### src/rtl/timer_sched.sv
`default_nettype none
// ============================================================================
// Module   : timer_sched
// Purpose  : Multi-channel tick timer; one shared datapath sweeps the channels.
// Revision : 1.0 - initial release
// ============================================================================
module timer_sched #(
   parameter int NCH = 4,
   parameter int PW  = 8
) (
   input  logic                     clk,
   input  logic                     rst,
   input  logic                     tick,
   input  logic                     wr_en,
   input  logic [$clog2(NCH)-1:0]   wr_ch,
   input  logic [PW-1:0]            wr_period,
   input  logic                     wr_periodic,
   input  logic                     clr_ovr,
   output logic [NCH-1:0]           expire,
   output logic [NCH-1:0]           active,
   output logic                     busy,
   output logic                     overrun
);

   localparam int IW = $clog2(NCH);
   localparam logic [PW-1:0] c_one  = PW'(1);
   localparam logic [IW-1:0] c_last = IW'(NCH - 1);

   typedef enum logic [0:0] {
      S_IDLE  = 1'b0,
      S_SWEEP = 1'b1
   } state_t;

   state_t          r_state;
   logic [IW-1:0]   r_idx;
   logic            r_pending;
   logic            r_overrun;
   logic [NCH-1:0]  r_expire;
   logic [NCH-1:0]  r_active;
   logic [NCH-1:0]  r_periodic;
   logic [PW-1:0]   r_period [NCH];
   logic [PW-1:0]   r_cnt    [NCH];

   logic [PW-1:0]   w_cnt_cur;
   logic [PW-1:0]   w_cnt_dec;
   logic            w_proc;
   logic            w_wr_hit;
   logic            w_due;
   logic            w_dec;
   logic            w_last;
   logic            w_ovr_set;

   // A write to the channel under the sweep pointer suppresses its update.
   always_comb begin
      w_cnt_cur = r_cnt[r_idx];
      w_cnt_dec = w_cnt_cur - c_one;
      w_proc    = (r_state == S_SWEEP);
      w_wr_hit  = wr_en && (wr_ch == r_idx);
      w_due     = w_proc && r_active[r_idx] && (w_cnt_cur == c_one) && !w_wr_hit;
      w_dec     = w_proc && r_active[r_idx] && (w_cnt_cur >  c_one) && !w_wr_hit;
      w_last    = (r_idx == c_last);
      w_ovr_set = tick && r_pending;
   end

   always_ff @(posedge clk or posedge rst) begin
      if (rst) begin
         r_state    <= S_IDLE;
         r_idx      <= '0;
         r_pending  <= 1'b0;
         r_overrun  <= 1'b0;
         r_expire   <= '0;
         r_active   <= '0;
         r_periodic <= '0;
         for (int ch = 0; ch < NCH; ch++) begin
            r_period[ch] <= '0;
            r_cnt[ch]    <= '0;
         end
      end else begin
         r_expire  <= '0;
         r_overrun <= (r_overrun && !clr_ovr) || w_ovr_set;

         case (r_state)
            S_IDLE: begin
               if (tick || r_pending) begin
                  r_state   <= S_SWEEP;
                  r_idx     <= '0;
                  r_pending <= 1'b0;
               end
            end
            S_SWEEP: begin
               if (tick) begin
                  r_pending <= 1'b1;
               end
               if (w_last) begin
                  r_state <= S_IDLE;
                  r_idx   <= '0;
               end else begin
                  r_idx <= r_idx + IW'(1);
               end
            end
            default: begin
               r_state <= S_IDLE;
               r_idx   <= '0;
            end
         endcase

         if (wr_en) begin
            r_period[wr_ch]   <= wr_period;
            r_cnt[wr_ch]      <= wr_period;
            r_periodic[wr_ch] <= wr_periodic;
            r_active[wr_ch]   <= (wr_period != '0);
         end

         if (w_due) begin
            r_expire[r_idx] <= 1'b1;
            if (r_periodic[r_idx]) begin
               r_cnt[r_idx] <= r_period[r_idx];
            end else begin
               r_active[r_idx] <= 1'b0;
               r_cnt[r_idx]    <= '0;
            end
         end else if (w_dec) begin
            r_cnt[r_idx] <= w_cnt_dec;
         end
      end
   end

   assign busy    = (r_state != S_IDLE);
   assign expire  = r_expire;
   assign active  = r_active;
   assign overrun = r_overrun;

endmodule
`default_nettype wire

### config.mk
export PLATFORM = sky130hd
export DESIGN_NAME = timer_sched
export DESIGN_NICKNAME = d
export VERILOG_FILES = /design/src/rtl/timer_sched.sv
export SDC_FILE = /design/constraint.sdc
export NUM_CORES = 1
export LEC_CHECK = 0
export BUFFER_PORTS_ARGS = -buffer_cell sky130_fd_sc_hd__buf_4
export CAP_MARGIN = 30
export CORE_AREA = 8 8 148 150
export DETAILED_ROUTE_END_ITERATION = 10
export DIE_AREA = 0 0 156 158
export GPL_TIMING_DRIVEN = 1
export PLACE_DENSITY = 0.44
export SYNTH_ARGS = -nofsm -noshare
export SYNTH_HDL_FRONTEND = slang
export SYNTH_SLANG_ARGS = --single-unit
export TNS_END_PERCENT = 1
### constraint.sdc
create_clock -name clk -period 4.3 [get_ports clk]
set_input_delay 0.215 -clock clk [delete_from_list [all_inputs] [get_ports clk]]
set_output_delay 0.215 -clock clk [all_outputs]
set_load 0.02 [all_outputs]
==> flow_summary.json, run 1 <==
{
  "hold_path.class": "input port to flop",
  "setup_viol": 0,
  "endpoint": "r_cnt[7]$_DFF_PP0_",
  "status": "complete, no violations",
  "cts-root-buf": "clkbuf_16",
  "synth_compound_area_share_pct": 12.2,
  "ios": 26,
  "pwr_density_cell_nw_per_um2": 755,
  "portBuffers": 25,
  "cts_tree": "yes",
  "reg2reg_slack_ns": 0.92,
  "fin_tns_setup_ns": 0,
  "synth_top_cell_area_share_pct": 42.1,
  "syn_nets": 448,
  "overflow": 0,
  "grt_max_degree": 42,
  "viasPerCell": 4.98,
  "yosys_warnings": 0,
  "grt_pass1_wl_um": 22200,
  "p_switching_mw": 1.81,
  "drt-initial-drc-count": 224,
  "synth_top_family_by_area": "multiplexers",
  "synth-simple-area-share_pct": 11.4,
  "gp_congestion": 0.815,
  "critPathRequiredTime_ns": 4.54,
  "ir_worst_vdd_mv": 0.274,
  "rsz0062_at_grt": "no",
  "route.detailed.drc": 0,
  "netlist_area_um2": 4810,
  "row_count": 52,
  "final_layout_size_suffix_gt1_share_pct": 29.0,
  "end_kind": "flop",
  "fin_crit_ns": 3.38,
  "track_usage_pct": 12.0,
  "die_area_um2": 24600,
  "diodes": 0,
  "synth-async-reset-ratio_pct": 100,
  "criticalPathCategory": "flop to flop",
  "num_vias": 3574,
  "worstMarginPinSlew_ns": 0.898,
  "synth_cell_type_count": 48,
  "synthCells": 426,
  "cap_violations": 0,
  "fmax_ghz": 0.296,
  "p_seq_share_pct": 29.1,
  "synth-adder-area-share_pct": 1.56,
  "synthMuxAreaShare_pct": 27.8,
  "core_um2": 19700,
  "antenna_found_initial": 0,
  "layout.nets": 465,
  "cts_made_buffers": 9,
  "power_frac_comb_pct": 52.3,
  "start_util_pct": 24.4,
  "r2r-end": "r_cnt[7]$_DFF_PP0_",
  "ys_seq_area_share_pct": 42.1,
  "grt_pass1_vias": 3673,
  "cellLeakagePower_nw": 2.39,
  "p_int_mw": 2.44,
  "dr.pass1.iters": 4,
  "cts-htree-levels": 3,
  "ant_nets": 0,
  "path_clk_slew_ns": 0.06,
  "synthXorXnorAreaFrac_pct": 0.910,
  "cp-start-kind": "flop",
  "postLayoutCoreUtil_pct": 28.5,
  "crit_start": "r_idx[0]$_DFFE_PP0P_",
  "hpwlAfterDp_um": 9780,
  "swShare_pct": 42.6,
  "synth_ff_type": "dfrtp_1",
  "clock_sinks": 81,
  "area_growth_pct": 16.8,
  "avgSynthCellArea_um2": 11.3,
  "yosys_register_bits": 81,
  "die_w_um": 156,
  "finalMaxSlewViolations": 0,
  "routed_wl_um": 14300,
  "critPathMaxFanout": 11,
  "relSlewSlack_pct": 40.2,
  "arrival_ns": 3.61,
  "cts_buffer_depth": 2,
  "synth.largest_area_cell": "dfrtp_1",
  "r2r-start": "r_idx[0]$_DFFE_PP0P_",
  "wl_per_cell_um": 19.9,
  "synthTopCellsByArea": "dfrtp_1 (42%), mux2_2 (11%), mux4_2 (8.4%)",
  "clk_latency_ns": 0.35,
  "clock_power_share_pct": 18.6,
  "finalCritPeriodShare_pct": 78.5,
  "die_h_um": 158,
  "fin_worst_skew_ns": 0.00653,
  "hold_violations": 0,
  "rr_worst_depth": 8,
  "synth_edf_count": 0
}
-- cell type report --
class                   instances  area (um2)
well taps                     270         338
multi-input cells             300        2600
repair buffers                 43         329
flip-flops and latches         81        2030
fillers                      2035       14100
inverters                       8        31.3
clock buffers                  12         246
clock inverters                 4        52.6
-- per-stage QoR --
step / instances / hold WS [ns] / total power [mW] / cell area, um2 / setup WS [ns]
5_1_grt: 718 / 0.0619 / 4.52 / 5620 / 0.776
3_5_place_dp: 701 / 0.381 / 3.47 / 5310 / 0.989
3_3_place_gp: 700 / 0.370 / 3.43 / 5300 / 1.05
6_report: 718 / 0.0380 / 4.24 / 5620 / 0.923
4_1_cts: 718 / 0.0236 / 4.28 / 5620 / 0.954
2_1_floorplan: 426 / 0.299 / 2.84 / 4810 / 1.57
-- worst min path at each step --
stage / startpoint / endpoint / slack (ns) / cells after the start
6_report: clr_ovr / overrun$_DFF_PP0_ / 0.04 / 2
5_1_grt: clr_ovr / overrun$_DFF_PP0_ / 0.06 / 2
2_1_floorplan: tick / r_idx[1]$_DFFE_PP0P_ / 0.30 / 1
4_1_cts: clr_ovr / overrun$_DFF_PP0_ / 0.02 / 2
3_5_place_dp: rst / r_period[11]$_DFFE_PP0P_ / 0.38 / 2
3_3_place_gp: rst / r_period[19]$_DFFE_PP0P_ / 0.37 / 2
-- layout by cell type, fill, tap and decap left out, types with 2 or more instances in the layout --
master,synthesis,routed
o211ai_1,2,2
clkbuf_1,26,2
or4_1,3,3
nand2b_1,4,4
nand3_1,11,11
dfrtp_1,81,81
xor2_1,4,4
mux2i_1,39,39
nand4_1,2,2
or3_1,2,2
mux4_2,18,18
nor3b_1,4,3
o211a_1,6,6
clkinv_2,0,2
a211o_1,2,2
nand2_1,30,30
ha_1,6,6
clkinv_4,0,2
a21oi_1,15,15
and2_1,9,9
o211ai_4,4,4
a211oi_1,3,3
mux2_2,48,48
nor2_1,28,28
inv_1,8,7
o221a_1,2,2
a311oi_1,6,6
clkbuf_16,0,9
nor3_1,7,7
o21ai_1,5,5
buf_4,1,41
and3_1,5,5
a22oi_1,4,4
nand3b_1,2,2
a221oi_1,10,10
o21ai_0,7,7
-- registers in the layout, summed over array words and instances (netlist names) --
signal	count
active	4
busy	1
expire	4
overrun	1
r_cnt	32
r_idx	2
r_pending	1
r_period	32
r_periodic	4
-- power by group through the flow --
stage / logic (mW) / registers, mW / clock network [mW]
after floorplan: 1.70 / 1.14 / 0
after global placement: 2.18 / 1.25 / 0
after detailed placement: 2.21 / 1.25 / 0
after CTS: 2.22 / 1.24 / 0.816
after global routing: 2.41 / 1.27 / 0.841
final: 2.22 / 1.23 / 0.791
-- cells in the mapped netlist, drive strengths merged (2+ instances only) --
cell type	count
a211o	2
a211oi	3
a21oi	15
a221oi	10
a22oi	4
a311oi	6
and2	9
and3	5
buf	11
clkbuf	26
dfrtp	81
ha	6
inv	8
mux2	48
mux2i	39
mux4	18
nand2	30
nand2b	4
nand3	11
nand3b	2
nand4	2
nor2	28
nor3	7
nor3b	4
o211a	7
o211ai	6
o21ai	12
o221a	2
or3	2
or4	3
xor2	4
-- critical path, cell delays in order (launching register included) --
cell      delay, ns
dfrtp_1        0.78
mux4_2         0.65
ha_1           0.29
nor2_1         0.16
nor3_1         0.08
a21boi_1       0.55
buf_4          0.26
a21oi_1        0.14
a221oi_1       0.35
-- routing by layer --
layer / GRT usage [%] / vias up / wire length (um)
li1: - / 1626 / -
met1: 15.2 / 1843 / 6540
met2: 19.5 / 82 / 6880
met3: 2.24 / 23 / 552
met4: 5.50 / 0 / 342
met5: 0 / - / 0
-- timing repair --
| action | CTS | global route |
|---|---|---|
| resized for setup | 0 | 0 |
| endpoints found under the hold margin | 4 | 0 |
| buffers inserted | 0 | 0 |
| setup endpoints to repair | 0 | 0 |
| hold buffers | 1 | 0 |
-- logic make-up (layout without fill, tap and decap cells) --
logic type	Yosys count	in the layout
fa+ha+maj	6	6
compound gates	73	73
mux	105	105
flops	81	81
simple gates	111	111
buf+inv	45	67
xor+xnor	5	5
Power figures use the tool's default switching activity.
==> run 2: changes to the inputs <==
- clock period: 4.3 -> 3.4 ns (I/O delays scaled with it)
==> run 2 against run 1 <==
Via count grew 1.7%; clock skew hardly changed; worst setup slack worse by 0.52 ns; utilization increased by 0.44 points; largest power group unchanged; die area unchanged; critical endpoint is now r_cnt[9]$_DFF_PP0_; largest cell class unchanged; clock-buffer cell count shrank 2.
==> flow_summary.json, run 2 (synthesis results as in run 1) <==
{
  "fin_crit_ns": 3.00,
  "wl_per_cell_um": 20.2,
  "end_kind": "flop",
  "most-common-layout-cells": "dfrtp_1 (81), mux2_2 (48), buf_4 (46), mux2i_1 (39), nand2_1 (30)",
  "layout.nets": 471,
  "hold_path.class": "input port to flop",
  "cts_tree": "yes",
  "drt-initial-drc-count": 288,
  "rsz0062_at_grt": "no",
  "rr_worst_depth": 6,
  "met3_usage_pct": 2.07,
  "grtUsageMet2_pct": 20.1,
  "cts_made_buffers": 9,
  "diodes": 0,
  "start_util_pct": 24.4,
  "r2r-start": "r_idx[0]$_DFFE_PP0P_",
  "portBuffers": 25,
  "finalCritPeriodShare_pct": 88.2,
  "worstMarginPinSlew_ns": 0.797,
  "fin_worst_skew_ns": 0.00676,
  "row_count": 52,
  "final_layout_size_suffix_gt1_share_pct": 30.2,
  "cts_setup_buffers": 0,
  "cp-start-kind": "flop",
  "finalMaxSlewViolations": 0,
  "cellLeakagePower_nw": 2.44,
  "busiest_layer": "met2",
  "fillers": 2020,
  "grt_pass1_vias": 3780,
  "cts-htree-levels": 3,
  "ir_worst_vdd_mv": 0.300,
  "holdBufCountCts": 1,
  "area_growth_pct": 18.6,
  "path_clk_slew_ns": 0.06,
  "critPathMaxFanout": 10,
  "crit_start": "r_idx[0]$_DFFE_PP0P_",
  "pwr_density_cell_nw_per_um2": 975,
  "reg2reg_slack_ns": 0.40,
  "routed_wl_um": 14600,
  "clk_latency_ns": 0.35,
  "critPathRequiredTime_ns": 3.63,
  "whs_ns": 0.0161,
  "endpoint": "r_cnt[9]$_DFF_PP0_",
  "die_area_um2": 24600,
  "hold_violations": 0,
  "final_cells": 724,
  "die_h_um": 158,
  "gp_congestion": 0.787,
  "route.detailed.drc": 0,
  "arrival_ns": 3.23,
  "dp_cells": 707,
  "r2r-end": "r_cnt[9]$_DFF_PP0_",
  "viasPerCell": 5.02,
  "status": "complete, no violations",
  "fmax_ghz": 0.334,
  "relSlewSlack_pct": 46.8,
  "die_w_um": 156,
  "criticalPathCategory": "flop to flop",
  "grt_max_degree": 31,
  "dr.pass1.iters": 4,
  "num_vias": 3636,
  "overflow": 0,
  "ios": 26,
  "layout_commonest_cell": "dfrtp_1",
  "antenna_found_initial": 0,
  "setup_viol": 0,
  "core_um2": 19700,
  "cts_resized": 0,
  "cts-root-buf": "clkbuf_16",
  "track_usage_pct": 12.3,
  "cts_buffer_depth": 2,
  "fin_tns_setup_ns": 0,
  "postLayoutCoreUtil_pct": 29.0,
  "ant_nets": 0,
  "cap_violations": 0,
  "power_mw": 5.57,
  "grt_pass1_wl_um": 22900,
  "grtUsageMet1_pct": 15.3,
  "clock_sinks": 81,
  "hpwlAfterDp_um": 10200,
  "largestRegisters": "r_cnt: 32 flops, r_period: 32 flops"
}
==> run 2: cell types whose count changed in the layout (fill, tap and decap cells not counted) <==
cell       change
buf_4          +5
buf_12         +2
buf_6          -1
bufinv_16      +1
clkbuf_1       -1
clkbuf_8       -1
inv_6          +1
==> run 2: how the worst min path moves through the flow <==
stage | startpoint | to | slack [ns] | cells after the start
final | clr_ovr | overrun$_DFF_PP0_ | 0.02 | 2
after global routing | clr_ovr | overrun$_DFF_PP0_ | 0.02 | 2
after CTS | clr_ovr | overrun$_DFF_PP0_ | 0.009 | 2
after detailed placement | rst | r_period[7]$_DFFE_PP0P_ | 0.22 | 2
after global placement | clr_ovr | overrun$_DFF_PP0_ | 0.36 | 2
after floorplan | tick | r_idx[1]$_DFFE_PP0P_ | 0.25 | 1
==> run 2: metrics by stage <==
| stage | setup slack, ns | instance area (um2) |
|---|---|---|
| 6_report | 0.402 | 5710 |
| 5_1_grt | 0.252 | 5710 |
| 2_1_floorplan | 0.673 | 4810 |
| 3_3_place_gp | 0.422 | 5360 |
| 4_1_cts | 0.376 | 5710 |
| 3_5_place_dp | 0.384 | 5380 |
==> run 2: per-layer routing <==
metal	wire, um	up-vias
li1	-	1630
met1	6370	1846
met2	6990	120
met3	760	40
met4	477	0
met5	0	-
==> run 2: area by class of cell <==
class	count	area, um2	share of cell area (%)
repair buffers	49	395	6.92
inverters	8	31.3	0.548
well taps	270	338	5.92
flip-flops and latches	81	2030	35.5
multi-input cells	300	2600	45.5
clock inverters	6	91.3	1.60
clock buffers	10	229	4.01
==> run 2: power by group <==
part	internal [mW]	switching, mW
logic	1.26	1.73
clock network	0.648	0.424
registers	1.29	0.219
total	3.20	2.37
==> run 2: critical path, stage by stage, from the launching register on <==
cell and delay, ns:
dfrtp_1 0.46, buf_4 0.21, mux4_2 0.57, or4_1 0.79
o211ai_4 0.46, mux2i_1 0.12, mux2_2 0.27
